### config.mk
export PLATFORM = sky130hd
export DESIGN_NAME = div_arbiter
export DESIGN_NICKNAME = d
export VERILOG_FILES = /design/src/rtl/div_arbiter_pkg.sv /design/src/rtl/rr_pick.sv /design/src/rtl/div_arbiter.sv
export SDC_FILE = /design/constraint.sdc
export NUM_CORES = 1
export LEC_CHECK = 0
export CAP_MARGIN = 10
export CORE_MARGIN = 2
export CORE_UTILIZATION = 45
export DETAILED_ROUTE_END_ITERATION = 10
export PLACE_DENSITY_LB_ADDON = 0.05
export SYNTH_ARGS = -nofsm -noshare
export SYNTH_HDL_FRONTEND = slang
export SYNTH_HIERARCHICAL = 1
export SYNTH_SLANG_ARGS = --single-unit
### constraint.sdc
create_clock -name clk -period 7.3 [get_ports clk]
set_input_delay 0.73 -clock clk [delete_from_list [all_inputs] [get_ports clk]]
set_output_delay 0.73 -clock clk [all_outputs]
set_load 0.005 [all_outputs]
### src/rtl/div_arbiter_pkg.sv
// Shared types and constants for the round-robin divider arbiter.
package div_arbiter_pkg;

  localparam int N_DEF    = 4;
  localparam int DEC_DEF  = 4;
  localparam int NREQ_DEF = 4;

  typedef enum logic [2:0] {
    S_IDLE  = 3'd0,
    S_START = 3'd1,
    S_LOAD  = 3'd2,
    S_WAIT  = 3'd3,
    S_RESP  = 3'd4
  } state_e;

  localparam logic [1:0] ERR_OK  = 2'b00;
  localparam logic [1:0] ERR_DZ  = 2'b01;
  localparam logic [1:0] ERR_TMO = 2'b10;

endpackage

### src/rtl/rr_pick.sv
// Combinational round-robin picker: first requester at or after the pointer wins.
module rr_pick #(
  parameter int NREQ = 4,
  parameter int PW   = 2
) (
  input  logic [NREQ-1:0] req_i,
  input  logic [PW-1:0]   ptr_i,
  output logic [NREQ-1:0] gnt_o,
  output logic [PW-1:0]   idx_o,
  output logic            any_o
);

  always_comb begin
    int j;
    logic [PW-1:0] jj;
    gnt_o = '0;
    idx_o = '0;
    any_o = 1'b0;
    j     = 0;
    jj    = '0;
    for (int k = 0; k < NREQ; k++) begin
      j = int'(ptr_i) + k;
      if (j >= NREQ) j = j - NREQ;
      jj = PW'(j);
      if (!any_o && req_i[jj]) begin
        any_o     = 1'b1;
        gnt_o[jj] = 1'b1;
        idx_o     = jj;
      end
    end
  end

endmodule

### src/rtl/div_arbiter.sv
// Arbitrates NREQ requesters onto one shared divider, one job in flight,
// with divide-by-zero bypass and a divider watchdog.
module div_arbiter
  import div_arbiter_pkg::*;
#(
  parameter int N    = N_DEF,
  parameter int DEC  = DEC_DEF,
  parameter int NREQ = NREQ_DEF,
  parameter int TMO  = N + DEC + 8
) (
  input  logic              clk,
  input  logic              reset_n,
  input  logic [NREQ-1:0]   req,
  input  logic [NREQ*N-1:0] dividend_in,
  input  logic [NREQ*N-1:0] divisor_in,
  output logic [NREQ-1:0]   ack,
  output logic [NREQ-1:0]   rsp_valid,
  output logic [N-1:0]      rsp_q,
  output logic [1:0]        rsp_err,
  output logic              busy,
  output logic              div_sen1,
  output logic              div_sen2,
  output logic [N-1:0]      div_dividend,
  output logic [N-1:0]      div_divisor,
  input  logic [N-1:0]      div_q,
  input  logic              div_done
);

  localparam int PW = (NREQ > 1) ? $clog2(NREQ) : 1;
  localparam int CW = $clog2(TMO + 1);

  state_e          st_q, st_d;
  logic [PW-1:0]   ptr_q, ptr_d, own_q, own_d;
  logic [CW-1:0]   cnt_q, cnt_d;
  logic [N-1:0]    dvd_q, dvd_d, dvs_q, dvs_d, res_q, res_d, rq_q, rq_d;
  logic [1:0]      err_q, err_d, rerr_q, rerr_d;
  logic [NREQ-1:0] rvld_q, rvld_d;

  logic [NREQ-1:0] gnt;
  logic [PW-1:0]   gidx;
  logic            gany, grant;

  rr_pick #(.NREQ(NREQ), .PW(PW)) u_pick (
    .req_i (req),
    .ptr_i (ptr_q),
    .gnt_o (gnt),
    .idx_o (gidx),
    .any_o (gany)
  );

  // Grant is combinational so ack lands in the same IDLE cycle as the request.
  assign grant    = reset_n && (st_q == S_IDLE) && gany;
  assign ack      = grant ? gnt : '0;
  assign busy     = (st_q != S_IDLE);
  assign div_sen1 = (st_q == S_START);
  assign div_sen2 = (st_q == S_LOAD);
  assign div_dividend = dvd_q;
  assign div_divisor  = dvs_q;
  assign rsp_valid    = rvld_q;
  assign rsp_q        = rq_q;
  assign rsp_err      = rerr_q;

  always_comb begin
    st_d   = st_q;
    ptr_d  = ptr_q;
    own_d  = own_q;
    cnt_d  = cnt_q;
    dvd_d  = dvd_q;
    dvs_d  = dvs_q;
    res_d  = res_q;
    err_d  = err_q;
    rvld_d = '0;
    rq_d   = '0;
    rerr_d = '0;
    case (st_q)
      S_IDLE: if (grant) begin
        ptr_d = (int'(gidx) == NREQ - 1) ? '0 : gidx + 1'b1;
        own_d = gidx;
        dvd_d = dividend_in[int'(gidx)*N +: N];
        dvs_d = divisor_in[int'(gidx)*N +: N];
        if (dvs_d == '0) begin
          res_d = '1;
          err_d = ERR_DZ;
          st_d  = S_RESP;
        end else begin
          st_d  = S_START;
        end
      end
      S_START: st_d = S_LOAD;
      S_LOAD: begin
        cnt_d = '0;
        st_d  = S_WAIT;
      end
      S_WAIT: begin
        cnt_d = cnt_q + 1'b1;
        if (div_done) begin
          res_d = div_q;
          err_d = ERR_OK;
          st_d  = S_RESP;
        end else if (cnt_q + 1'b1 == CW'(TMO)) begin
          res_d = '1;
          err_d = ERR_TMO;
          st_d  = S_RESP;
        end
      end
      // Response is registered out, so it appears the cycle after RESP.
      S_RESP: begin
        rvld_d[own_q] = 1'b1;
        rq_d          = res_q;
        rerr_d        = err_q;
        st_d          = S_IDLE;
      end
      default: st_d = S_IDLE;
    endcase
  end

  always_ff @(posedge clk) begin
    if (!reset_n) begin
      st_q   <= S_IDLE;
      ptr_q  <= '0;
      own_q  <= '0;
      cnt_q  <= '0;
      dvd_q  <= '0;
      dvs_q  <= '0;
      res_q  <= '0;
      err_q  <= '0;
      rvld_q <= '0;
      rq_q   <= '0;
      rerr_q <= '0;
    end else begin
      st_q   <= st_d;
      ptr_q  <= ptr_d;
      own_q  <= own_d;
      cnt_q  <= cnt_d;
      dvd_q  <= dvd_d;
      dvs_q  <= dvs_d;
      res_q  <= res_d;
      err_q  <= err_d;
      rvld_q <= rvld_d;
      rq_q   <= rq_d;
      rerr_q <= rerr_d;
    end
  end

endmodule

## Yosys cells after proc, flatten, opt, wreduce, memory -nomap -nowiden

Index checks and enable logic that the tools add are counted.

| operators by class | value |
|---|---|
| divide/modulo/power cells | 0 |
| multipliers | 0 |
| muxes and demuxes | 52 |
| equal/unequal tests | 9 |
| add/sub/neg operators | 9 |
| reductions and logical operators | 22 |
| shift operators | 2 |
| bitwise gates (word level) | 3 |
| magnitude comparators | 14 |

Operators by type and width:

| cell | count |
|---|---|
| $mux W4 | 9 |
| $shiftx A16 B5 Y4 | 2 |
| $mux W2 | 13 |
| $lt A2 B3 Y1 const B | 5 |
| $mux W1 | 13 |
| $mux W3 | 4 |
| $or A4 B4 Y4 | 3 |
| $pmux W3 S4 | 1 |
| $demux W1 S2 | 5 |
| $ge A2 B1 Y1 const B | 5 |
| $logic_and A1 B1 Y1 | 10 |
| $pmux W5 S2 | 1 |
| $ge A3 B3 Y1 const B | 3 |
| $bmux W1 S2 | 4 |
| $pmux W4 S2 | 1 |
| $sub A2 B1 Y2 const B | 4 |
| $add A2 B2 Y3 const B | 2 |
| $eq A3 B2 Y1 const B | 2 |
| $reduce_and A2 Y1 | 3 |
| $add A5 B1 Y5 const B | 1 |
| $eq A5 B5 Y1 const B | 1 |
| $logic_not A4 Y1 | 1 |
| $pmux W2 S2 | 1 |
| $reduce_and A4 Y1 | 1 |
| 13 further kinds | 16 |

| word-level totals | value |
|---|---|
| ROM bits | 0 |
| RAM bits | 0 |
| latch bits | 0 |
| logic and storage cells | 122 |
| bits in registers | 36 |
| memories kept | 0 |
| output and inout bits | 25 |

## Logic depth before layout (Yosys ltp)

Gate-level depths: netlist (run 1).

| logic depth | value |
|---|---|
| word-level depth | 19 |
| gate-level depth with buffers | 14 |

## Modules after synthesis

Netlist (run 1), hierarchy kept.

By module, submodules not included:

| module | area an instance (sq um) | cells each | times used |
|---|---|---|---|
| div_arbiter | 1749.2 | 193 | 1 |
| rr_pick | 421.7 | 45 | 1 |

## Least setup slack after synthesis (run 1)

OpenSTA, ideal clock, no wires.

| timing path | value |
|---|---|
| path kind | input to register |
| start | input port req[3] |
| end | register err_q[0] |
| setup slack | 3.615 ns |
| arrival time | 3.598 ns |
| path buffers | 3 |
| setup time | 0.086 ns |
| stages on the path | 9 |
| path through | mux4_2 > clkbuf_1 > o31ai_1 > buf_6 > mux4_2 > or2_1 > or4_1 > buf_2 > a221oi_2 |

| between the ends | value |
|---|---|
| word-level cells in the longest chain between the ends | 16 |
| elaborated cells on any way between the ends | 28 |

Ends and longest elaborated chain:

| what | line | text |
|---|---|---|
| from (decl) | div_arbiter.sv:13 | `input logic [NREQ-1:0] req,` |
| $bmux W1 S2 | rr_pick.sv:25 | `if (!any_o && req_i[jj]) begin` |
| $mux W1 (not written as such) | rr_pick.sv:25 |  |
| $mux W1 | rr_pick.sv:25 |  |
| $logic_not A1 Y1 | rr_pick.sv:25 |  |
| $logic_and A1 B1 Y1 | rr_pick.sv:25 |  |
| $mux W1 | rr_pick.sv:25 |  |
| $logic_not A1 Y1 | rr_pick.sv:25 |  |
| $logic_and A1 B1 Y1 | rr_pick.sv:25 |  |
| $mux W1 | rr_pick.sv:25 |  |
| $logic_not A1 Y1 | rr_pick.sv:25 |  |
| $logic_and A1 B1 Y1 | rr_pick.sv:25 |  |
| $mux W2 * | rr_pick.sv:25 |  |
| net gidx[0] | div_arbiter.sv:40 | `logic [PW-1:0] gidx;` |
| $shiftx A16 B5 Y4 * | div_arbiter.sv:80 | `dvs_d = divisor_in[int'(gidx)*N +: N];` |
| $logic_not A4 Y1 * | div_arbiter.sv:81 | `if (dvs_d == '0) begin` |
| $ne A2 B1 Y1 (no source line) * | -- |  |
| $reduce_and A4 Y1 (no source line) * | -- |  |
| to (signal assigned) | div_arbiter.sv:138 | `err_q <= err_d;` |
| to (decl) | div_arbiter.sv:36 | `logic [1:0] err_q, err_d, rerr_q, rerr_d;` |

Mark *: on every way through the listed nets, which the timed path passes. The rest lies on a longest branch. The select of a mux whose other input is x is not followed.
A chain may end at the register's enable or synchronous reset.

## Worst setup path in the final report (run 1)

| timing path | value |
|---|---|
| start | register ptr_q[0] |
| end | register err_q[0] |

| between the ends | value |
|---|---|
| word-level cells in the longest chain between the ends | 18 |
| elaborated cells on any way between the ends | 43 |

Ends and longest elaborated chain:

| what | line | text |
|---|---|---|
| from (decl) | div_arbiter.sv:33 | `logic [PW-1:0] ptr_q, ptr_d, own_q, own_d;` |
| from (signal assigned) | div_arbiter.sv:132 | `ptr_q <= ptr_d;` |
| branches (longest 13 deep; another with $add A2 B1 Y3) | -- |  |
| $mux W2 * | rr_pick.sv:25 |  |
| net gidx[0] | div_arbiter.sv:40 |  |
| $shiftx A16 B5 Y4 * | div_arbiter.sv:80 |  |
| $logic_not A4 Y1 * | div_arbiter.sv:81 |  |
| $ne A2 B1 Y1 (no source line) * | -- |  |
| $reduce_and A4 Y1 (no source line) * | -- |  |

Mark *: on every way through the listed nets, which the timed path passes. The select of a mux whose other input is x is not followed.

==> Implementation_results.wiki, run 1 <==
{| class="wikitable"
! Metric !! Value
|-
| Status || completed
|-
| Gate Count Post-Synth || 238
|-
| Pre-antenna DRT Iters || 4
|-
| Post-synthesis sequential element count || 36
|-
| Number of top-level design ports || 68
|-
| Synth area leaders || sky130_fd_sc_hd__dfxtp_1, sky130_fd_sc_hd__mux4_1, sky130_fd_sc_hd__nand2_1
|-
| Post-Syn Nets || 288
|-
| Global routing met2 resource utilization || 0.322
|-
| Flop-to-flop setup slack || 2960 ps
|-
| Antenna violations before repair || 0
|-
| Setup Skew || 5.36 ps
|-
| Vertical die dimension || 73.5 µm
|-
| Avg Cell Area, Syn || 9.12 µm²
|-
| Worst hold margin || 457 ps
|-
| PnR worst setup slack || 2960 ps
|-
| Hold Crit Start || res_q[2]
|-
| Clock Sinks || 36
|-
| Combined global-route utilization of all metal layers || 0.191
|-
| Post-CTS Hold Buffers || 0
|-
| 1st-iter DRT viols || 57
|-
| Data arrival time of the worst path || 4530 ps
|-
| Largest buffer count on any clock path || 2
|-
| H-tree depth || 2
|-
| Path class of the lowest-slack min-delay path || reg2reg
|-
| Slowest Stage Delay on Critical Path || 720 ps
|-
| Setup Total Neg Slack || 0 ps
|-
| Quantity of gates resized following cts || 0
|-
| Synthesis warning total || 6
|-
| Site row count || 25
|-
| Worst setup SP type || flip-flop
|-
| Wire length after detailed routing || 4880 µm
|-
| Width of the chip || 73.5 µm
|-
| Setup-failing EPs final || 0
|-
| Post-synth ARST share || 0
|-
| Clock transition at path regs || 70 ps
|-
| Wire length of the first global-routing pass || 8150 µm
|-
| Wire length per cell || 13.9 µm
|-
| Count of flip-flops with a built-in enable after synthesis || 0
|-
| Buffer type at the clock tree root || sky130_fd_sc_hd__clkbuf_8
|-
| Initial Utilization || 0.463
|-
| Proportion of synthesized chip area in sequential cells || 0.332
|-
| Area overhead of the layout relative to synthesis || 33.8%
|-
| Required time of the critical path || 7490 ps
|-
| IO buf count || 67
|-
| Path type of the worst setup path || reg2reg
|-
| Final antenna diode count || 0
|-
| DR vias/cell || 5.61
|-
| Number of max-slew violations in the final report || 0
|-
| Cell count of the worst reg-to-reg path || 11
|-
| Worst ir drop on vdd || 0.155 mV
|-
| GR Util met1 || 0.233
|-
| DP Wirelength || 3550 µm
|-
| Floorplan die area || 0.00540 mm²
|-
| Chain of cells forming the critical path || inv_1 -> ha_1 -> mux4_2 -> and2b_2 -> o21ai_0 -> o31ai_2 -> buf_4 -> mux4_1 -> or2_1 -> or4_1 -> a221oi_2
|-
| Number of distinct library cells after synthesis || 47
|-
| Vias in the first global route || 1,835
|-
| Achievable Freq || 231 MHz
|-
| Most common flop cell mapped by yosys || sky130_fd_sc_hd__dfxtp_1
|-
| Post-route fraction of the period consumed by the critical path || 0.594
|-
| Count of final hold-check violations || 0
|-
| Worst slack after detailed placement || 2900 ps
|-
| Most utilized layer in the global route result || met2
|-
| Clk_lat worst skew || 280 ps
|-
| Clock tree from TritonCTS || built
|-
| Static leakage power || 0.00104 µW
|-
| Cells after DPL || 345
|-
| Launching point of the worst reg2reg path || ptr_q[0]
|-
| TritonCTS buffer count || 5
|-
| Cell type of the slowest stage on the worst timing path || sky130_fd_sc_hd__dfxtp_1
|-
| Total DRC errors in the routed layout || 0
|-
| Measured slew at the worst slew-check pin || 890 ps
|-
| Final min period || 4340 ps
|-
| Placeable Area || 0.00469 mm²
|-
| Share of Yosys cell area claimed by the top area cell type || 0.332
|-
| Routability-driven placement congestion ratio || 0.853
|-
| Endpoint with the worst hold slack || rsp_q[2]
|-
| Maximum number of pins on one net before global-route repair || 22
|-
| Count of cells along the worst hold path || 1
|-
| Final Instance Count excl. Fillers || 352
|-
| Top cell type by total area after synthesis || sky130_fd_sc_hd__dfxtp_1
|-
| Setup repair after global routing missed its margin || false
|-
| Max-capacitance violation count || 0
|-
| Headroom to the max-slew limit || 0.402
|-
| Ratio of cells with drive above 1 in the final layout || 0.0604
|-
| Total overflow reported by the global router || 0
|-
| GR met3 Demand/Resource || 0.0590
|-
| Endpoint class of the critical path || flip-flop
|-
| Number of nets with antenna violations after detailed routing || 0
|-
| Total standard cell area after synthesis || 0.00217 mm²
|-
| R2R Path End || err_q[0]
|-
| Post-CTS setup-driven buffer insertion count || 0
|-
| Power Total || 949 µW
|-
| Final net count || 348
|-
| Largest fanout on the critical path || 14
|-
| Number of vias after detailed routing || 1,973
|-
| Ratio of total power to cell area || 327 mW/mm²
|}
kinds of logic (layout without fill, tap and decap cells):
kind of cell,after synthesis,count (layout),synth area share
AND/OR/NAND/NOR,95,95,0.226
buffers and inverters,22,82,0.0553
adder cells (fa/ha/maj),7,7,0.0403
multiplexers,17,17,0.156
flip-flops,36,36,0.332
AO/OA/AOI/OAI,61,61,0.190
synth_stat cells, drive strengths merged (6+ instances only):
cell type and instances:
buf 7, ha 7, mux4 11, and2 12, nand2b 6, inv 7, nand2 40, o21ai 10
a22oi 10, a21oi 16, dfxtp 36, nor2 10, clkbuf 7
critical path: cells and delay by family, from the launching register on:
family,cells,cell delay (ps)
and+or+nand+nor,3,1140
DFF,1,720
buffers and inverters,2,430
AOI/OAI and AO/OA,3,500
adders and majority gates,1,410
muxes,2,1040
how the worst max path moves through the flow:
stage / startpoint / endpoint / slack (ps) / cells after the start
floorplan: req[3] / err_q[0] / 3620 / 9
global placement: req[3] / err_q[0] / 2960 / 10
detailed placement: req[3] / err_q[0] / 2900 / 10
CTS: ptr_q[0] / err_q[0] / 2970 / 11
global route: ptr_q[0] / err_q[0] / 2740 / 11
finish: ptr_q[0] / err_q[0] / 2960 / 11
layer usage:
metal	wire length, µm	part of all wire	up-vias
met5	0	0	-
met4	51	0.010	0
met3	304	0.062	6
met2	2340	0.48	66
met1	2180	0.45	909
li1	-	-	992
state kept, by name, indices dropped and copies added, names as in the netlist, 3 cells and up:
register      cells
cnt_q             5
res_q             4
div_dividend      4
rsp_valid         4
rsp_q             4
st_q              3
div_divisor       4
cell type report:
class,instances,area (µm²)
clock buffer,6,72.6
clock inverter,1,5.00
fill,401,1790
inverter,7,26.3
multi-input combinational,180,1340
sequential,36,721
tap,54,67.6
timing repair buffer,68,678
cells in the final DEF, fill, tap and decap left out, types with 2 or more instances in the layout:
cell,n
sky130_fd_sc_hd__and2b_2,2
sky130_fd_sc_hd__o21ai_0,10
sky130_fd_sc_hd__o211ai_1,5
sky130_fd_sc_hd__dfxtp_1,36
sky130_fd_sc_hd__o21a_1,4
sky130_fd_sc_hd__nand2_1,40
sky130_fd_sc_hd__mux4_1,8
sky130_fd_sc_hd__clkdlybuf4s50_1,67
sky130_fd_sc_hd__nor4_1,2
sky130_fd_sc_hd__mux4_2,3
sky130_fd_sc_hd__ha_1,7
sky130_fd_sc_hd__nor2b_1,5
sky130_fd_sc_hd__and3_1,2
sky130_fd_sc_hd__a21oi_1,16
sky130_fd_sc_hd__mux2i_1,5
sky130_fd_sc_hd__nor2_1,10
sky130_fd_sc_hd__and2_1,12
sky130_fd_sc_hd__nand3_1,4
sky130_fd_sc_hd__a31oi_1,2
sky130_fd_sc_hd__nand2b_1,6
sky130_fd_sc_hd__a22oi_1,10
sky130_fd_sc_hd__inv_1,7
sky130_fd_sc_hd__clkbuf_8,5
sky130_fd_sc_hd__a311oi_1,2
sky130_fd_sc_hd__nand3b_1,2
sky130_fd_sc_hd__nor3_1,4
report_power, final:
group / total, µW / internal [µW] / leakage [µW] / switching (µW)
registers: 291 / 236 / 0.000292 / 55.4
clock network: 132 / 64.9 / 0.0000410 / 66.7
logic: 526 / 272 / 0.000704 / 254
per-stage QoR:
stage / cell area [µm²] / util
after floorplan: 2170 / -
after global placement: 2830 / 0.603
after detailed placement: 2830 / 0.603
after CTS: 2910 / 0.619
after global routing: 2910 / 0.619
final: 2910 / 0.619
No activity file was read; power rests on OpenSTA's default activity.
==> inputs of run 2 (changes only) <==
Settings changed: CORE_UTILIZATION 45 to 42.
Clock period 7.3 ns to 3.55 ns, I/O delays scaled along.
==> Implementation_results.wiki, run 2 (same netlist as run 1, synthesis figures left out) <==
{| class="wikitable"
! Metric !! Value
|-
| Worst setup SP type || flip-flop
|-
| Setup-failing EPs final || 0
|-
| Initial Utilization || 0.431
|-
| Headroom to the max-slew limit || 0.535
|-
| Register bank with the most flops || cnt_q
|-
| Number of flip-flops under the largest register name || 5
|-
| Path type of the worst setup path || reg2reg
|-
| IO buf count || 67
|-
| Final Instance Count excl. Fillers || 385
|-
| Cell type of the slowest stage on the worst timing path || sky130_fd_sc_hd__mux4_1
|-
| Count of cells along the worst hold path || 1
|-
| H-tree depth || 2
|-
| Pre-antenna DRT Iters || 4
|-
| Top library cells by usage in the layout, fill and taps aside || sky130_fd_sc_hd__clkdlybuf4s50_1, sky130_fd_sc_hd__nand2_1, sky130_fd_sc_hd__dfxtp_1, sky130_fd_sc_hd__buf_4, sky130_fd_sc_hd__a21oi_1
|-
| Buffer type at the clock tree root || sky130_fd_sc_hd__clkbuf_8
|-
| Worst slack after detailed placement || -107 ps
|-
| Cell-internal power || 1330 µW
|-
| Chain of cells forming the critical path || inv_1 -> ha_4 -> mux4_2 -> and2b_2 -> o21ai_0 -> o31ai_2 -> buf_4 -> mux4_1 -> or2_1 -> or4_1 -> a221oi_2
|-
| Count of final hold-check violations || 0
|-
| Number of nets with antenna violations after detailed routing || 0
|-
| Post-route fraction of the period consumed by the critical path || 0.945
|-
| Clock tree from TritonCTS || built
|-
| PnR worst setup slack || 194 ps
|-
| Largest buffer count on any clock path || 2
|-
| Largest fanout on the critical path || 9
|-
| Worst ir drop on vdd || 0.354 mV
|-
| Ratio of cells with drive above 1 in the final layout || 0.130
|-
| Clock transition at path regs || 70 ps
|-
| Switch share || 0.380
|-
| Hold Crit Start || res_q[1]
|-
| Switching Power || 815 µW
|-
| DP Wirelength || 3800 µm
|-
| Antenna violations before repair || 0
|-
| Post-CTS Hold Buffers || 0
|-
| Launching point of the worst reg2reg path || ptr_q[1]
|-
| Final net count || 364
|-
| Wire length per cell || 13.1 µm
|-
| Vias in the first global route || 1,803
|-
| Routability-driven placement congestion ratio || 0.787
|-
| R2R Path End || err_q[0]
|-
| Vertical die dimension || 75.9 µm
|-
| Site row count || 26
|-
| Final core area utilization || 0.609
|-
| Path class of the lowest-slack min-delay path || reg2reg
|-
| Setup Skew || 10.8 ps
|-
| Endpoint with the worst hold slack || rsp_q[1]
|-
| Fillers || 443
|-
| Quantity of gates resized following cts || 0
|-
| Endpoint class of the critical path || flip-flop
|-
| TritonCTS buffer count || 5
|-
| Wire length after detailed routing || 5050 µm
|-
| Achievable Freq || 298 MHz
|-
| Cells after DPL || 377
|-
| Slowest Stage Delay on Critical Path || 580 ps
|-
| Total DRC errors in the routed layout || 0
|-
| Status || completed
|-
| Combined global-route utilization of all metal layers || 0.184
|-
| Sequential Power Share || 0.272
|-
| Most frequent standard cell in the layout excluding fill and tap cells || sky130_fd_sc_hd__clkdlybuf4s50_1
|-
| Placeable Area || 0.00504 mm²
|-
| Clk network pwr share || 0.135
|-
| Final antenna diode count || 0
|-
| Number of max-slew violations in the final report || 0
|-
| Area overhead of the layout relative to synthesis || 41.4%
|-
| Number of vias after detailed routing || 2,025
|-
| Maximum number of pins on one net before global-route repair || 22
|-
| Width of the chip || 75.9 µm
|-
| Ratio of total power to cell area || 699 mW/mm²
|-
| Number of top-level design ports || 68
|-
| Final min period || 3360 ps
|-
| Data arrival time of the worst path || 3550 ps
|-
| Max-capacitance violation count || 0
|-
| Floorplan die area || 0.00576 mm²
|-
| Clk_lat worst skew || 290 ps
|-
| Wire length of the first global-routing pass || 8070 µm
|-
| Setup repair after global routing missed its margin || false
|-
| 1st-iter DRT viols || 100
|-
| Combinational share of power || 0.594
|-
| Post-CTS setup-driven buffer insertion count || 0
|-
| Cell count of the worst reg-to-reg path || 11
|-
| DR vias/cell || 5.26
|-
| Total overflow reported by the global router || 0
|-
| Flop-to-flop setup slack || 190 ps
|-
| Clock Sinks || 36
|-
| Measured slew at the worst slew-check pin || 697 ps
|-
| Required time of the critical path || 3750 ps
|-
| Static leakage power || 0.00112 µW
|}
[run 2: critical path, delay by kind of cell (launching register included)]
family                   cells  cell delay [ps]
AND/OR/NAND/NOR              3              940
multiplexers                 2              880
AO/OA/AOI/OAI                3              450
adder cells (fa/ha/maj)      1              290
flip-flops                   1              410
buffers and inverters        2              290
[run 2: stage by stage]
stage	hold WS [ps]	area, µm²	setup TNS, ps	total power, µW
6_report	458	3070	0	2150
5_1_grt	481	3070	0	2320
4_1_cts	462	3070	0	2150
3_5_place_dp	450	2980	-443	1860
3_3_place_gp	437	2980	-26.9	1850
2_1_floorplan	430	2190	0	1420
[run 2: how the worst max path moves through the flow]
stage / from / endpoint / slack [ps]
finish: ptr_q[1] / err_q[0] / 190
global route: ptr_q[1] / err_q[0] / 10
CTS: ptr_q[1] / err_q[0] / 140
detailed placement: req[3] / err_q[0] / -110
global placement: req[3] / err_q[0] / -30
floorplan: ptr_q[0] / err_q[0] / 30
[run 2: final cells by class]
type                    instances  area [µm²]  share of cell area
flip-flops and latches         36         726               0.236
inverters                       7        26.3             0.00856
well taps                      70        87.6              0.0285
multi-input cells             180        1350               0.438
repair buffers                 84         798               0.260
clock buffers                   5        68.8              0.0224
clock inverters                 3        18.8             0.00611
[run 2: power groups by stage]
stage                     clock network, µW  registers [µW]  logic, µW
after floorplan                           0             556        861
after global placement                    0             587       1260
after detailed placement                  0             589       1270
after CTS                               295             580       1280
after global routing                    318             600       1400
final                                   289             583       1270
[run 2: layer usage]
| metal | vias up | part of all wire | global-route usage | wire length, µm |
|---|---|---|---|---|
| met1 | 917 | 0.47 | 0.251 | 2400 |
| li1 | 1029 | - | - | - |
| met3 | 6 | 0.066 | 0.0529 | 331 |
| met2 | 73 | 0.45 | 0.282 | 2260 |
| met5 | - | 0 | 0 | 0 |
| met4 | 0 | 0.012 | 0.0565 | 63 |
==> inputs of run 3 (changes only) <==
Settings changed: CELL_PAD_IN_SITES_DETAIL_PLACEMENT from default to 0, CELL_PAD_IN_SITES_GLOBAL_PLACEMENT from default to 2, CORE_UTILIZATION 42 to 25.
==> Implementation_results.wiki, run 3 (same netlist as run 1, synthesis figures left out) <==
{| class="wikitable"
! Metric !! Value
|-
| Status || completed
|-
| Area overhead of the layout relative to synthesis || 47.9%
|-
| Largest fanout on the critical path || 5
|-
| Final antenna diode count || 0
|-
| Vias in the first global route || 2,017
|-
| Final min period || 3410 ps
|-
| Setup repair after global routing missed its margin || false
|-
| Path type of the worst setup path || in2reg
|-
| Clock transition at path regs || 70 ps
|-
| Pre-antenna DRT Iters || 4
|-
| Worst setup SP type || input port
|-
| Flop-to-flop setup slack || 140 ps
|-
| Number of logic stages on the critical path including buffering || 11
|-
| Floorplan die area || 0.00944 mm²
|-
| Setup-failing EPs final || 0
|-
| Site row count || 33
|-
| First element of the critical path || req[3]
|-
| Slowest Stage Delay on Critical Path || 500 ps
|-
| Top library cells by usage in the layout, fill and taps aside || sky130_fd_sc_hd__clkdlybuf4s50_1, sky130_fd_sc_hd__nand2_1, sky130_fd_sc_hd__dfxtp_1, sky130_fd_sc_hd__buf_4, sky130_fd_sc_hd__a21oi_1
|-
| Measured slew at the worst slew-check pin || 778 ps
|-
| Combined global-route utilization of all metal layers || 0.129
|-
| Placement-stage cell area || 0.00309 mm²
|-
| Worst ir drop on vdd || 0.242 mV
|-
| Max-capacitance violation count || 0
|-
| Cell count of the worst reg-to-reg path || 10
|-
| PnR worst setup slack || 137 ps
|-
| Critical path's top delay family || simple AND/OR/NAND/NOR gates
|-
| Endpoint class of the critical path || flip-flop
|-
| Chain of cells forming the critical path || clkdlybuf4s50_1 -> buf_4 -> mux4_2 -> buf_4 -> nor4b_4 -> nor2_1 -> a32o_2 -> mux4_2 -> or2_1 -> or4_4 -> a221oi_2
|-
| Setup Total Neg Slack || 0 ps
|-
| Headroom to the max-slew limit || 0.477
|-
| Setup Skew || 5.37 ps
|-
| DR vias/cell || 4.86
|-
| 1st-iter DRT viols || 66
|-
| Total DRC errors in the routed layout || 0
|-
| Required time of the critical path || 3750 ps
|-
| Achievable Freq || 293 MHz
|-
| Post-CTS Hold Buffers || 0
|-
| Ratio of cells with drive above 1 in the final layout || 0.155
|-
| Worst slack after detailed placement || -319 ps
|-
| Final net count || 372
|-
| Routability-driven placement congestion ratio || 0.724
|-
| Cell type of the slowest stage on the worst timing path || sky130_fd_sc_hd__mux4_2
|-
| Number of max-slew violations in the final report || 0
|-
| Wire length after detailed routing || 5980 µm
|-
| Maximum number of pins on one net before global-route repair || 22
|-
| Ratio of total power to cell area || 716 mW/mm²
|-
| Number of top-level design ports || 68
|-
| H-tree depth || 2
|-
| Launching point of the worst reg2reg path || ptr_q[1]
|-
| TritonCTS buffer count || 5
|-
| Number of nets with antenna violations after detailed routing || 0
|-
| Post-route fraction of the period consumed by the critical path || 0.961
|-
| Hold Crit Start || res_q[1]
|-
| Cells after DPL || 420
|-
| Antenna violations before repair || 0
|-
| Total overflow reported by the global router || 0
|-
| Initial Utilization || 0.262
|-
| DP Wirelength || 4580 µm
|-
| Path class of the lowest-slack min-delay path || reg2reg
|-
| Most frequent standard cell in the layout excluding fill and tap cells || sky130_fd_sc_hd__clkdlybuf4s50_1
|-
| Placeable Area || 0.00830 mm²
|-
| Wire length of the first global-routing pass || 9880 µm
|-
| Number of flip-flops under the largest register name || 5
|-
| Static leakage power || 0.00118 µW
|-
| R2R Path End || err_q[0]
|-
| Final std cell area, no fill || 0.00321 mm²
|-
| Buffer type at the clock tree root || sky130_fd_sc_hd__clkbuf_8
|-
| Clock Sinks || 36
|-
| Clk_lat worst skew || 280 ps
|-
| Number of vias after detailed routing || 2,074
|-
| CP bufs+invs || 3
|-
| Register bank with the most flops || cnt_q
|-
| Wire length per cell || 14.0 µm
|-
| Largest buffer count on any clock path || 2
|-
| Data arrival time of the worst path || 3610 ps
|-
| Final Instance Count excl. Fillers || 427
|-
| IO buf count || 67
|-
| Vertical die dimension || 97.2 µm
|-
| Count of final hold-check violations || 0
|-
| End point of the critical path || err_q[0]
|-
| Width of the chip || 97.2 µm
|-
| Clock tree from TritonCTS || built
|}
-- run 3: cell count changes in the layout (fill, tap and decap cells not counted), sizes merged --
cell / change
clkbuf: +2
buf: +8
clkinv: -3
-- run 3: final cells by class --
type	count	area (µm²)
clock buffer	7	96.3
multi-input combinational	180	1370
timing repair buffer	92	858
sequential	36	726
inverter	7	26.3
tap	105	131
fill	878	5090
-- run 3: what timing repair did --
action / CTS / global route
cloned: 0 / 0
buffers inserted: 0 / 0
endpoints found under the setup margin: 6 / 11
gates resized for setup: 2 / 5
-- run 3: worst reg2reg max path, cell delays in order, from the launching register on --
cell and delay (ps):
sky130_fd_sc_hd__dfxtp_4 410, sky130_fd_sc_hd__inv_1 130, sky130_fd_sc_hd__ha_4 310, sky130_fd_sc_hd__mux4_2 380, sky130_fd_sc_hd__and2b_2 260, sky130_fd_sc_hd__o21ai_1 90, sky130_fd_sc_hd__o31ai_4 130, sky130_fd_sc_hd__mux4_1 620
sky130_fd_sc_hd__or2_1 270, sky130_fd_sc_hd__or4_4 440, sky130_fd_sc_hd__a221oi_2 270
-- run 3: power by group --
group | leakage (µW) | internal (µW) | switching [µW]
Clock | 0.0000503 | 173 | 146
Combinational | 0.000832 | 771 | 619
Sequential | 0.000293 | 490 | 98.3
-- run 3: how the worst min path moves through the flow --
stage	endpoint	slack, ps	depth (start not counted)
2_1_floorplan	rsp_q[0]	430	1
3_3_place_gp	rsp_q[2]	440	1
3_5_place_dp	rsp_q[2]	440	1
4_1_cts	rsp_q[2]	460	1
5_1_grt	rsp_q[2]	470	1
6_report	rsp_q[1]	460	1
-- run 3: per-stage QoR --
| stage | power, µW | hold slack, ps | util |
|---|---|---|---|
| finish | 2300 | 456 | 0.387 |
| detailed placement | 1980 | 444 | 0.372 |
| CTS | 2330 | 461 | 0.385 |
| global placement | 1970 | 437 | 0.372 |
| global route | 2500 | 474 | 0.387 |
| floorplan | 1420 | 430 | - |
-- run 3: layer usage --
layer	wire, µm	GRT usage	vias to the layer above
li1	-	-	1041
met1	2690	0.165	971
met2	2910	0.216	56
met3	298	0.0237	6
met4	77	0.0455	0
met5	0	0	-
